`config.mk`:
```
export PLATFORM = sky130hd
export DESIGN_NAME = mod_counter
export DESIGN_NICKNAME = d
export VERILOG_FILES = /design/src/rtl/mod_counter_pkg.sv /design/src/rtl/mod_counter_presc.sv /design/src/rtl/mod_counter.sv
export SDC_FILE = /design/constraint.sdc
export NUM_CORES = 1
export LEC_CHECK = 0
export ABC_AREA = 1
export BUFFER_PORTS_ARGS = -buffer_cell sky130_fd_sc_hd__buf_2
export CAP_MARGIN = 10
export CELL_PAD_IN_SITES_DETAIL_PLACEMENT = 2
export CELL_PAD_IN_SITES_GLOBAL_PLACEMENT = 2
export CORE_MARGIN = 4
export CORE_UTILIZATION = 24
export DETAILED_ROUTE_END_ITERATION = 16
export HOLD_SLACK_MARGIN = 0.08
export PLACE_DENSITY = 0.77
export SYNTH_ARGS = -nofsm -noshare
export SYNTH_HDL_FRONTEND = slang
export SYNTH_SLANG_ARGS = --single-unit
export TNS_END_PERCENT = 1
```
`constraint.sdc`:
```
create_clock -name clk -period 2.75 [get_ports clk]
set_clock_uncertainty 0.2 [all_clocks]
set_input_delay 0.55 -clock clk [delete_from_list [all_inputs] [get_ports clk]]
set_output_delay 0.55 -clock clk [all_outputs]
set_load 0.02 [all_outputs]
```
`src/rtl/mod_counter_pkg.sv`:
```
// mod_counter_pkg: shared direction constants and prescaler sizing helper.
package mod_counter_pkg;

    localparam logic DIR_UP = 1'b1;
    localparam logic DIR_DN = 1'b0;

    function automatic int clog2(input int v);
        int r;
        r = 0;
        while ((longint'(1) << r) < longint'(v)) r++;
        return (r < 1) ? 1 : r;
    endfunction

endpackage

```
`src/rtl/mod_counter_presc.sv`:
```
// mod_counter_presc: divide-by-DIV enable prescaler; tick marks the terminal phase.
module mod_counter_presc
    import mod_counter_pkg::*;
#(
    parameter int DIV = 1
) (
    input  logic clk,
    input  logic rst_n,
    input  logic en,
    input  logic clr,
    output logic tick
);

    if (DIV == 1) begin : g_bypass
        logic unused_ok;
        assign unused_ok = ^{clk, rst_n, clr};
        assign tick = en;
    end else begin : g_div
        localparam int PW = clog2(DIV);
        logic [PW-1:0] ph_q, ph_d;
        logic          term;
        assign term = ph_q == PW'(DIV - 1);
        assign tick = en & term;
        always_comb ph_d = clr ? '0 : !en ? ph_q : term ? '0 : ph_q + PW'(1);
        always_ff @(posedge clk or negedge rst_n)
            if (!rst_n) ph_q <= '0;
            else        ph_q <= ph_d;
    end

endmodule

```
`src/rtl/mod_counter.sv`:
```
// mod_counter: modulo up/down counter with load, prescaler, terminal count and wrap pulse.
// Defining MOD_COUNTER_STICKY_EN adds the wrap_sticky flag and its sticky_clr input.
module mod_counter
    import mod_counter_pkg::*;
#(
    parameter int     WIDTH   = 4,
    parameter longint MAX_VAL = 9,
    parameter int     DIV     = 1
) (
    input  logic             clk,
    input  logic             rst_n,
    input  logic             en,
    input  logic             up_dn,
    input  logic             load,
    input  logic [WIDTH-1:0] load_val,
`ifdef MOD_COUNTER_STICKY_EN
    input  logic             sticky_clr,
    output logic             wrap_sticky,
`endif
    output logic [WIDTH-1:0] cnt,
    output logic             tc,
    output logic             wrap
);

    if (WIDTH < 1 || WIDTH > 32) begin : g_chk_width
        $error("mod_counter: WIDTH must be 1..32");
    end
    if (MAX_VAL < 1 || MAX_VAL > (longint'(1) << WIDTH) - 1) begin : g_chk_max
        $error("mod_counter: MAX_VAL must be 1..2^WIDTH-1");
    end
    if (DIV < 1 || DIV > 65536) begin : g_chk_div
        $error("mod_counter: DIV must be 1..65536");
    end

    localparam logic [WIDTH-1:0] MAX = WIDTH'(MAX_VAL);

    logic [WIDTH-1:0] cnt_q, cnt_d;
    logic             wrap_q, wrap_d;
    logic             tick, at_max, at_zero, wrapping;

    // Load clears the prescaler phase so a reload restarts a full DIV period.
    mod_counter_presc #(.DIV(DIV)) u_presc (
        .clk  (clk),
        .rst_n(rst_n),
        .en   (en),
        .clr  (load),
        .tick (tick)
    );

    assign at_max   = cnt_q == MAX;
    assign at_zero  = cnt_q == '0;
    assign wrapping = tick & ~load & ((up_dn == DIR_UP) ? at_max : at_zero);

    always_comb begin
        cnt_d  = cnt_q;
        wrap_d = wrapping;
        if (load)
            cnt_d = (load_val > MAX) ? MAX : load_val;
        else if (tick)
            cnt_d = (up_dn == DIR_UP) ? (at_max ? '0 : cnt_q + WIDTH'(1))
                                      : (at_zero ? MAX : cnt_q - WIDTH'(1));
    end

    always_ff @(posedge clk or negedge rst_n)
        if (!rst_n) begin
            cnt_q  <= '0;
            wrap_q <= 1'b0;
        end else begin
            cnt_q  <= cnt_d;
            wrap_q <= wrap_d;
        end

    assign cnt  = cnt_q;
    assign wrap = wrap_q;
    assign tc   = (up_dn == DIR_UP) ? at_max : at_zero;

`ifdef MOD_COUNTER_STICKY_EN
    logic sticky_q, sticky_d;
    // Set beats a simultaneous clear so no wrap is ever lost.
    always_comb sticky_d = wrapping | (sticky_q & ~sticky_clr);
    always_ff @(posedge clk or negedge rst_n)
        if (!rst_n) sticky_q <= 1'b0;
        else        sticky_q <= sticky_d;
    assign wrap_sticky = sticky_q;
`endif

endmodule

```
-- After elaboration in Yosys (flattened, before gate mapping)
Index checks and enable logic that the tools add are counted.
W data, S select, Z words.
- $add $sub $neg: 2
- order comparisons: 1
- equality and inequality tests: 1
- multiplexer cells: 7
- bitwise operators: 3
- reductions and logical operators: 2
- operator list (kind ; count):
    $mux W4 ; 6
    $add A4 B1 Y4 const B ; 1
    $eq A4 B4 Y1 const B ; 1
    $gt A4 B4 Y1 const B ; 1
    $logic_not A4 Y1 ; 1
    $sub A4 B1 Y4 const B ; 1
    $and A1 B1 Y1 ; 2
    $reduce_bool A2 Y1 ; 1
    $mux W1 ; 1
    $not A1 Y1 ; 1
- register bits: 5
- logic and storage cells: 18

-- Longest topological paths before layout
Gate-level depths: netlist of the first run.
- depth after elaboration: 5
- depth in mapped cells: 8

-- Cells and area by module
A second synthesis of the first run with hierarchy kept.
- cell total of the unflattened synthesis: 68
- area, all modules: 412.9 um^2
- by module, submodules not included (module ; times used ; cells each ; area each (um^2)):
    mod_counter ; 1 ; 67 ; 405.4
    mod_counter_presc ; 1 ; 1 ; 7.5

-- Worst setup path before layout of the first run
OpenSTA, ideal clock, no wires.
- kind: flip-flop to output port
- from: reg cnt_q[2] (netlist: cnt[2])
- to: out tc
- data arrival time: 1.147 ns
- data required time: 2.000 ns
- path slack: 0.853 ns
- stages on the path, launching flop included: 6
- path through: dfrtp_1 > inv_2 > nand2_1 > nor2_2 > nor2_4 > nor2_1
- word-level cells in the longest chain between the ends: 2
- elaborated cells between the ends (all ways): 3
- those cells by class: eq/ne (1); mux (1); reduce/logical (1)
- ends and longest elaborated chain (element ; RTL line ; RTL):
    from (decl) ; mod_counter.sv:37 ; logic [WIDTH-1:0] cnt_q, cnt_d;
    from (signal assigned) ; mod_counter.sv:69 ; cnt_q <= cnt_d;
    $eq A4 B4 Y1 or $logic_not A4 Y1 (tied branches) ; mod_counter.sv:50, mod_counter.sv:51 ;
    $mux W1 * ; mod_counter.sv:75 ; assign tc = (up_dn == DIR_UP) ? at_max : at_zero;
    to (decl) ; mod_counter.sv:21 ; output logic tc,
Every way passes the cells marked *; elsewhere a longest branch is shown, timed or not.

-- Worst setup path after layout of the first run
Same ends and word-level chain as after synthesis.

==> results of run 1 <==
## logic make-up (layout without fill, tap and decap cells)
family                 count (synthesis)  in the layout  share of synthesized area [%]
AOI/OAI and AO/OA                      4              4                           7.72
buffers and inverters                  9             28                           8.33
DFF                                    5              5                           30.9
and+or+nand+nor                       49             49                           53.1
## metrics by stage
stage	worst slack, ns	instances	util (%)
global placement	0.937	97	31.8
CTS	0.652	102	34.1
global route	0.539	102	34.1
floorplan	0.853	67	-
detailed placement	0.919	97	31.8
finish	0.685	102	34.1
## critical path, cell delays in order (launching register included)
cell and delay, ns:
dfrtp_1 0.45, inv_2 0.12, nand2_1 0.07, nor2_2 0.16, nor2_4 0.05, nor2_1 0.07
buf_2 0.16
## final timing paths
path | from | endpoint | slack, ns | cells after the start
setup / recovery | cnt[2]$_DFFE_PN0P_ | tc | 0.68 | 6
hold / removal | load_val[0] | cnt[0]$_DFFE_PN0P_ | 0.37 | 3
setup reg to reg | cnt[1]$_DFFE_PN0P_ | cnt[3]$_DFFE_PN0P_ | 1.31 | 8
hold reg to reg | cnt[1]$_DFFE_PN0P_ | cnt[1]$_DFFE_PN0P_ | 0.49 | 2
max in group asynchronous | rst_n | cnt[0]$_DFFE_PN0P_ | 1.78 | 2
min in group asynchronous | rst_n | cnt[2]$_DFFE_PN0P_ | 0.44 | 2
## sequential cells by signal (all words and copies together) (netlist names)
signal  cells
wrap        1
cnt         4
## cells in the final DEF, fill, tap and decap left out, types with 2 or more instances in the layout
cell	count
nand2_1	29
inv_1	6
a22oi_1	2
dfrtp_1	5
inv_2	3
clkbuf_4	3
nor2_2	2
nand3_1	10
nor2_1	5
buf_2	14
## power by group through the flow
stage	logic [mW]	registers [mW]	clock network, mW
4_1_cts	0.101	0.0985	0.0864
5_1_grt	0.111	0.100	0.103
3_3_place_gp	0.0990	0.0986	0
6_report	0.0985	0.0979	0.0838
3_5_place_dp	0.0997	0.0994	0
2_1_floorplan	0.0571	0.105	0
## layout make-up
type | count | area [um^2] | share of cell area [%]
repair buffers | 15 | 80.1 | 15.1
flip-flops and latches | 5 | 125 | 23.5
clock buffers | 4 | 26.3 | 4.94
multi-input cells | 53 | 246 | 46.4
well taps | 16 | 20.0 | 3.76
inverters | 9 | 33.8 | 6.35
## per-layer routing
layer / up-vias / track usage [%]
li1: 255 / -
met1: 217 / 13.3
met2: 12 / 19.2
met3: 0 / 3.67
met4: 0 / 4.27
met5: - / 0
==> run_results.csv, run 1 <==
group,metric,value,unit
outcome,status,"complete, no violations",
clocking,cts_resized,0,
placement,gp_congestion,0.801,
layout,area_growth,31.2,%
layout,antennaDiodeCount,0,
global_route,grt_pass1_vias,486,
clocking,clkSlewWorstSetupHoldPaths,0.04,ns
timing,finalSetupViolCount,0,
clocking,holdBufCountCts,1,
timing,fin_tns_setup,0,ns
drt,via_per_inst,4.75,
clocking,cts_made_buffers,3,
placement,place_area,495,um^2
setup_path,worstPathRequired,2.00,ns
timing,hold_violations,0,
drt,drtIter0Drc,3,
die,die-area,2410,um^2
job,maxCapViolCount,0,
yosys,synth_seq_cells,5,
pwr,pwr-share-seq,34.9,%
yosys,synth_flop_cell,"dfrtp_1",
clocking,clock-root-buffer,"clkbuf_4",
layout,drive_gt1_share,27.9,%
setup_path,end_kind,"output port",
hold_path,hp-class,"input port to flop",
yosys,ys_seq_area_share,30.9,%
yosys,ys_warn_count,0,
clocking,cts_max_path_buffers,2,
global_route,grt.total_usage,11.4,%
pwr,switching_share,38.7,%
yosys,syn_inst,67,
pwr,p_per_area,527,nW/um^2
drt,top_layer,"met3",
drt,wl_met2,605,um
yosys,synth_top_area_cell,"dfrtp_1",
global_route,grt_max_degree,9,
yosys,synth_top_cell_area_share,30.9,%
global_route,grt_first_pass_wirelength,2.14,mm
drt,wl_met1,587,um
clocking,cts_tree,"yes",
timing,hold_ws,0.374,ns
pwr,power_frac_comb,35.2,%
setup_path,crit_type,"flop to output port",
die,fp.dieW,49.1,um
drt,via_count,484,
drt,drtAntennaViolNets,0,
pwr,p_int,172,uW
placement,port_buffers,14,
timing,period_minus_slack,2.07,ns
die,start_util,26.0,%
timing,rsz0062_at_grt,"false",
layout,num-fill-cells,194,
yosys,synth_top_cells_by_count,"nand2_1, nand3_1, inv_1",
pwr,pwr-share-clk,29.9,%
layout,final_area,532,um^2
pwr,finalPower,280,uW
yosys,synth.avg_cell_area,6.05,um^2
pwr,cellLeakagePower,0.315,nW
drt,wl_met3,74,um
die,core,1560,um^2
clocking,clock_sinks,5,
die,die_h,49.1,um
yosys,synthTopCellsByArea,"dfrtp_1, nand2_1, nand3_1, inv_1, nor2_1",
yosys,ys_types,13,
layout,nNetsFinal,96,
clocking,cts_setup_buffers,0,
timing,maxClockFrequency,484,MHz
setup_path,critical_path.startpoint_type,"flop",
die,num_rows,14,
yosys,synth.most_common_cell,"nand2_1",
yosys,synth-edff-count,0,
clocking,insertion_delay,0.24,ns
yosys,syn_area,405,um^2
timing,final.period_utilization,75.1,%
drt,drt_pass1_iterations,2,
setup_path,cp.arrival,1.32,ns
die,pin_count,15,
timing,slew_violations,0,
yosys,async_flop_share,100,%
pwr,p_switching,108,uW
timing,tightestPinTransition,0.308,ns
drt,drc,0,
yosys,syn_nets,76,
pwr,ir_worst_vdd,289,uV
global_route,antenna_found_initial,0,
clocking,cts_max_level,1,
placement,hpwl,1.06,mm
setup_path,cp_max_fo,7,
drt,post_drt_wl_per_cell,12.4,um
timing,slew-limit-headroom,79.4,%
drt,routed_wl,1.27,mm
global_route,grt_overflow_total,0,
Note: power is estimated with default switching activity, not from simulation.
==> run 2, diff against run 1 <==
--- a/config.mk
+++ b/config.mk
@@ -11,10 +11,10 @@
 export CELL_PAD_IN_SITES_DETAIL_PLACEMENT = 2
 export CELL_PAD_IN_SITES_GLOBAL_PLACEMENT = 2
 export CORE_MARGIN = 4
-export CORE_UTILIZATION = 24
+export CORE_UTILIZATION = 22
 export DETAILED_ROUTE_END_ITERATION = 16
 export HOLD_SLACK_MARGIN = 0.08
-export PLACE_DENSITY = 0.77
+export PLACE_DENSITY = 0.72
 export SYNTH_ARGS = -nofsm -noshare
 export SYNTH_HDL_FRONTEND = slang
 export SYNTH_SLANG_ARGS = --single-unit
==> constraint.sdc (replaced) <==
create_clock -name clk -period 2 [get_ports clk]
set_clock_uncertainty 0.2 [all_clocks]
set_input_delay 0.4 -clock clk [delete_from_list [all_inputs] [get_ports clk]]
set_output_delay 0.4 -clock clk [all_outputs]
set_load 0.02 [all_outputs]
==> run 2 against run 1 <==
Flip-flop and latch count did not move. Global-route usage rose by 0.81 points. Largest power group unchanged. Final cell count rose by 9.8%. Routed wire length rose by 12%.
==> run_results.csv, run 2 (same netlist as run 1, synthesis figures left out) <==
group,metric,value,unit
clocking,cts_made_buffers,3,
die,pin_count,15,
pwr,p_per_area,710,nW/um^2
global_route,grt_first_pass_wirelength,2.42,mm
drt,via_count,501,
pwr,power_frac_comb,37.1,%
timing,slew-limit-headroom,77.9,%
clocking,clock_sinks,5,
clocking,cts_max_path_buffers,2,
timing,finalSetupViolCount,0,
die,num_rows,15,
timing,slew_violations,0,
setup_path,crit_type,"flop to output port",
setup_path,crit_start,"cnt[1]$_DFFE_PN0P_",
pwr,ir_worst_vdd,322,uV
timing,period_minus_slack,1.87,ns
clocking,clkSlewWorstSetupHoldPaths,0.05,ns
placement,port_buffers,14,
setup_path,rrSetupSlack,0.65,ns
global_route,grt_pass1_vias,541,
drt,via_per_inst,4.47,
layout,postLayoutCoreUtil,32.3,%
timing,maxClockFrequency,534,MHz
placement,place_ws,0.294,ns
setup_path,r2r_cells,8,
hold_path,hp-class,"input port to flop",
placement,place_area,507,um^2
die,die_h,50.9,um
die,core,1750,um^2
die,fp.dieW,50.9,um
timing,tightestPinTransition,0.330,ns
placement,gp_congestion,0.863,
layout,layout_commonest_cell,"nand2_1",
clocking,cts_max_level,1,
timing,hold_violations,0,
global_route,grt.total_usage,12.2,%
layout,antennaDiodeCount,0,
outcome,status,"complete, no violations",
global_route,grt_overflow_total,0,
layout,final_area,564,um^2
drt,drtIter0Drc,1,
pwr,cellLeakagePower,0.318,nW
setup_path,end_kind,"output port",
clocking,cts_tree,"yes",
setup_path,cp_max_fo,7,
die,die-area,2590,um^2
layout,num-fill-cells,222,
pwr,p_int,244,uW
setup_path,critical_path.startpoint_type,"flop",
layout,largest_reg_flops,4,
layout,stdcell_count,112,
drt,drtAntennaViolNets,0,
timing,final.period_utilization,93.6,%
placement,dp_cells,106,
pwr,pwr-share-seq,33.7,%
setup_path,crit_end,"tc",
pwr,pwr-share-clk,29.2,%
layout,nNetsFinal,97,
global_route,grt_max_degree,9,
timing,fin_tns_setup,0,ns
pwr,switching_share,39.1,%
clocking,insertion_delay,0.24,ns
global_route,antenna_found_initial,0,
drt,drc,0,
drt,post_drt_wl_per_cell,12.6,um
drt,routed_wl,1.42,mm
setup_path,crit-reg2reg-capture,"cnt[3]$_DFFE_PN0P_",
timing,worst_slack,0.129,ns
layout,final_cell_mix,"nand2_1, buf_2, nand3_1",
pwr,finalPower,401,uW
clocking,clock-root-buffer,"clkbuf_4",
setup_path,reg2reg_from,"cnt[1]$_DFFE_PN0P_",
job,maxCapViolCount,0,
setup_path,cp.arrival,1.27,ns
pwr,p_switching,157,uW
timing,hold_ws,0.228,ns
timing,rsz0062_at_grt,"false",
layout,area_growth,39.2,%
placement,hpwl,1.17,mm
drt,drt_pass1_iterations,2,
setup_path,worstPathRequired,1.40,ns
die,start_util,23.2,%
layout,drive_gt1_share,33.3,%
run 2: power by group through the flow:
stage	Combinational, mW	Clock (mW)	Sequential [mW]
5_1_grt	0.170	0.129	0.139
6_report	0.149	0.117	0.135
3_3_place_gp	0.137	0	0.134
2_1_floorplan	0.0786	0	0.144
4_1_cts	0.143	0.121	0.134
3_5_place_dp	0.141	0	0.135
run 2: critical path, cell delays in order, from the launching register on:
cell and delay [ns]:
dfrtp_2 0.45, inv_2 0.09, nand2_1 0.07, nor2_2 0.16
nor2_4 0.06, nor2_2 0.07, buf_4 0.14
run 2: layer usage:
layer	vias to the layer above	wire, um	global-route usage, %
met4	0	0	6.73
met5	-	0	0
met3	0	39	0.292
met1	236	643	15.6
li1	256	-	-
met2	9	732	20.6
run 2: timing repair:
action                                  in CTS  in global routing
buffers inserted                             0                  1
resized for setup                            0                  6
endpoints found under the setup margin       0                  1
hold buffers                                 1                  0
hold endpoints to repair                     5                  0
run 2: worst min path at each step:
stage                      from                 end  cells after the start  slack [ns]
global route        load_val[1]  cnt[1]$_DFFE_PN0P_                      3        0.24
floorplan                 rst_n  cnt[0]$_DFFE_PN0P_                      0        -0.1
finish              load_val[0]  cnt[0]$_DFFE_PN0P_                      3        0.23
detailed placement        rst_n  cnt[2]$_DFFE_PN0P_                      1        0.02
CTS                 load_val[0]  cnt[0]$_DFFE_PN0P_                      3        0.22
global placement          rst_n  cnt[3]$_DFFE_PN0P_                      1        0.02
run 2: cell type report:
type	instances	area (um^2)	area share [%]
inverters	9	33.8	5.99
multi-input cells	53	254	45.0
repair buffers	16	90.1	16.0
well taps	25	31.3	5.54
flip-flops and latches	5	129	22.8
clock buffers	4	26.3	4.66
==> run 3, diff against run 2 <==
--- a/config.mk
+++ b/config.mk
@@ -10,6 +10,7 @@
 export CAP_MARGIN = 10
 export CELL_PAD_IN_SITES_DETAIL_PLACEMENT = 2
 export CELL_PAD_IN_SITES_GLOBAL_PLACEMENT = 2
+export CORE_ASPECT_RATIO = 0.9
 export CORE_MARGIN = 4
 export CORE_UTILIZATION = 22
 export DETAILED_ROUTE_END_ITERATION = 16
==> run 3 against run 2 <==
Non-clock buffer count up 1. Utilization grew 0.61 points. Final cell count did not move. Clock-buffer cell count unchanged. Register-to-register slack about the same. Combinational power about the same. Die area about the same. First-iteration DRC count grew to 4.0 times the previous value. Sequential power barely moved. Critical endpoint unchanged. Largest cell class unchanged. Largest power group unchanged.
==> run_results.csv, run 3 (same netlist as run 1, synthesis figures left out) <==
group,metric,value,unit
die,fp.dieW,53.3,um
layout,num-fill-cells,227,
drt,routed_wl,1.34,mm
timing,hold_violations,0,
drt,via_count,502,
setup_path,crit_type,"flop to output port",
placement,hpwl,1.13,mm
timing,slew_violations,0,
placement,port_buffers,14,
setup_path,end_kind,"output port",
hold_path,whs_path_depth,3,
setup_path,cp_max_fo,7,
hold_path,hp-class,"input port to flop",
pwr,ir_worst_vdd,312,uV
drt,drt_pass1_iterations,4,
clocking,cts_tree,"yes",
pwr,cellLeakagePower,0.322,nW
layout,multi_input_area,251,um^2
global_route,grt_pass1_vias,524,
clocking,clock-root-buffer,"clkbuf_4",
drt,drtAntennaViolNets,0,
setup_path,r2r_cells,8,
layout,area_growth,39.5,%
drt,drtIter0Drc,4,
die,num_rows,14,
outcome,status,"complete, no violations",
global_route,grt.total_usage,12.3,%
layout,largest_reg_flops,4,
clocking,cts_max_level,1,
timing,fin_tns_setup,0,ns
timing,finalSetupViolCount,0,
drt,post_drt_wl_per_cell,12.0,um
timing,maxClockFrequency,526,MHz
clocking,clkSlewWorstSetupHoldPaths,0.05,ns
layout,nNetsFinal,98,
drt,via_per_inst,4.48,
job,maxCapViolCount,0,
setup_path,reg2reg_from,"cnt[1]$_DFFE_PN0P_",
layout,antennaDiodeCount,0,
die,die-area,2590,um^2
die,die_h,48.7,um
clocking,cts_max_path_buffers,2,
clocking,cts_made_buffers,3,
global_route,grt_overflow_total,0,
layout,layout_commonest_cell,"nand2_1",
timing,tightestPinTransition,0.322,ns
setup_path,crit_start,"cnt[1]$_DFFE_PN0P_",
layout,final_cell_mix,"nand2_1, buf_2, nand3_1",
placement,gp_congestion,0.824,
pwr,p_per_area,716,nW/um^2
setup_path,critical_path.startpoint_type,"flop",
timing,rsz0062_at_grt,"false",
timing,slew-limit-headroom,78.5,%
die,start_util,23.6,%
timing,final.period_utilization,95.1,%
global_route,grt_first_pass_wirelength,2.34,mm
setup_path,cp.arrival,1.30,ns
drt,drc,0,
die,core,1720,um^2
clocking,insertion_delay,0.25,ns
layout,drive_gt1_share,33.0,%
clocking,clock_sinks,5,
hold_path,min_from,"load_val[0]",
layout,regArea,129,um^2
global_route,antenna_found_initial,0,
setup_path,worstPathRequired,1.40,ns
global_route,grt_max_degree,9,
die,pin_count,15,
timing,period_minus_slack,1.90,ns
layout,postLayoutCoreUtil,32.9,%
[run 3: area by class of cell]
class	count	share of cell area (%)
flip-flops and latches	5	22.8
clock buffers	4	4.65
repair buffers	17	16.8
well taps	24	5.31
multi-input cells	53	44.5
inverters	9	5.97
[run 3: path summary, 6_finish.rpt]
check	endpoint	slack, ns
max	tc	0.1
min	cnt[0]$_DFFE_PN0P_	0.21
max reg2reg	cnt[3]$_DFFE_PN0P_	0.64
min reg2reg	cnt[1]$_DFFE_PN0P_	0.43
max in group asynchronous	cnt[2]$_DFFE_PN0P_	1.16
min in group asynchronous	cnt[0]$_DFFE_PN0P_	0.30
[run 3: per-stage QoR]
step,cells,power (mW),hold WS (ns),instance area [um^2],worst slack [ns]
2_1_floorplan,67,0.222,-0.0956,405,0.253
3_3_place_gp,105,0.271,0.0172,505,0.304
3_5_place_dp,105,0.273,0.0180,505,0.280
4_1_cts,110,0.402,0.213,542,0.0117
5_1_grt,112,0.444,0.226,566,0.00373
6_report,112,0.405,0.215,566,0.0980
[run 3: layer usage]
layer  routed length, um  GRT usage [%]
met3                  44           1.84
met2                 616           17.8
met5                   0              0
met1                 658           16.7
met4                  25           7.66
[run 3: critical path: stages (launching register included)]
cell and delay (ns):
dfrtp_2 0.45, inv_2 0.08, nand2_1 0.06, nor2_2 0.16
nor2_4 0.05, nor2_1 0.08, buf_2 0.17
[run 3: power by group]
part | internal (mW) | leakage (nW) | switching [mW]
clock network | 0.0757 | 0.0150 | 0.0463
registers | 0.114 | 0.0596 | 0.0218
logic | 0.0560 | 0.248 | 0.0912
total | 0.245 | 0.322 | 0.159
[run 3: repair_timing]
action,CTS,global route
hold buffers,1,0
setup endpoints to repair,0,1
setup buffers,0,2
resized for setup,0,4
hold endpoints to repair,5,0
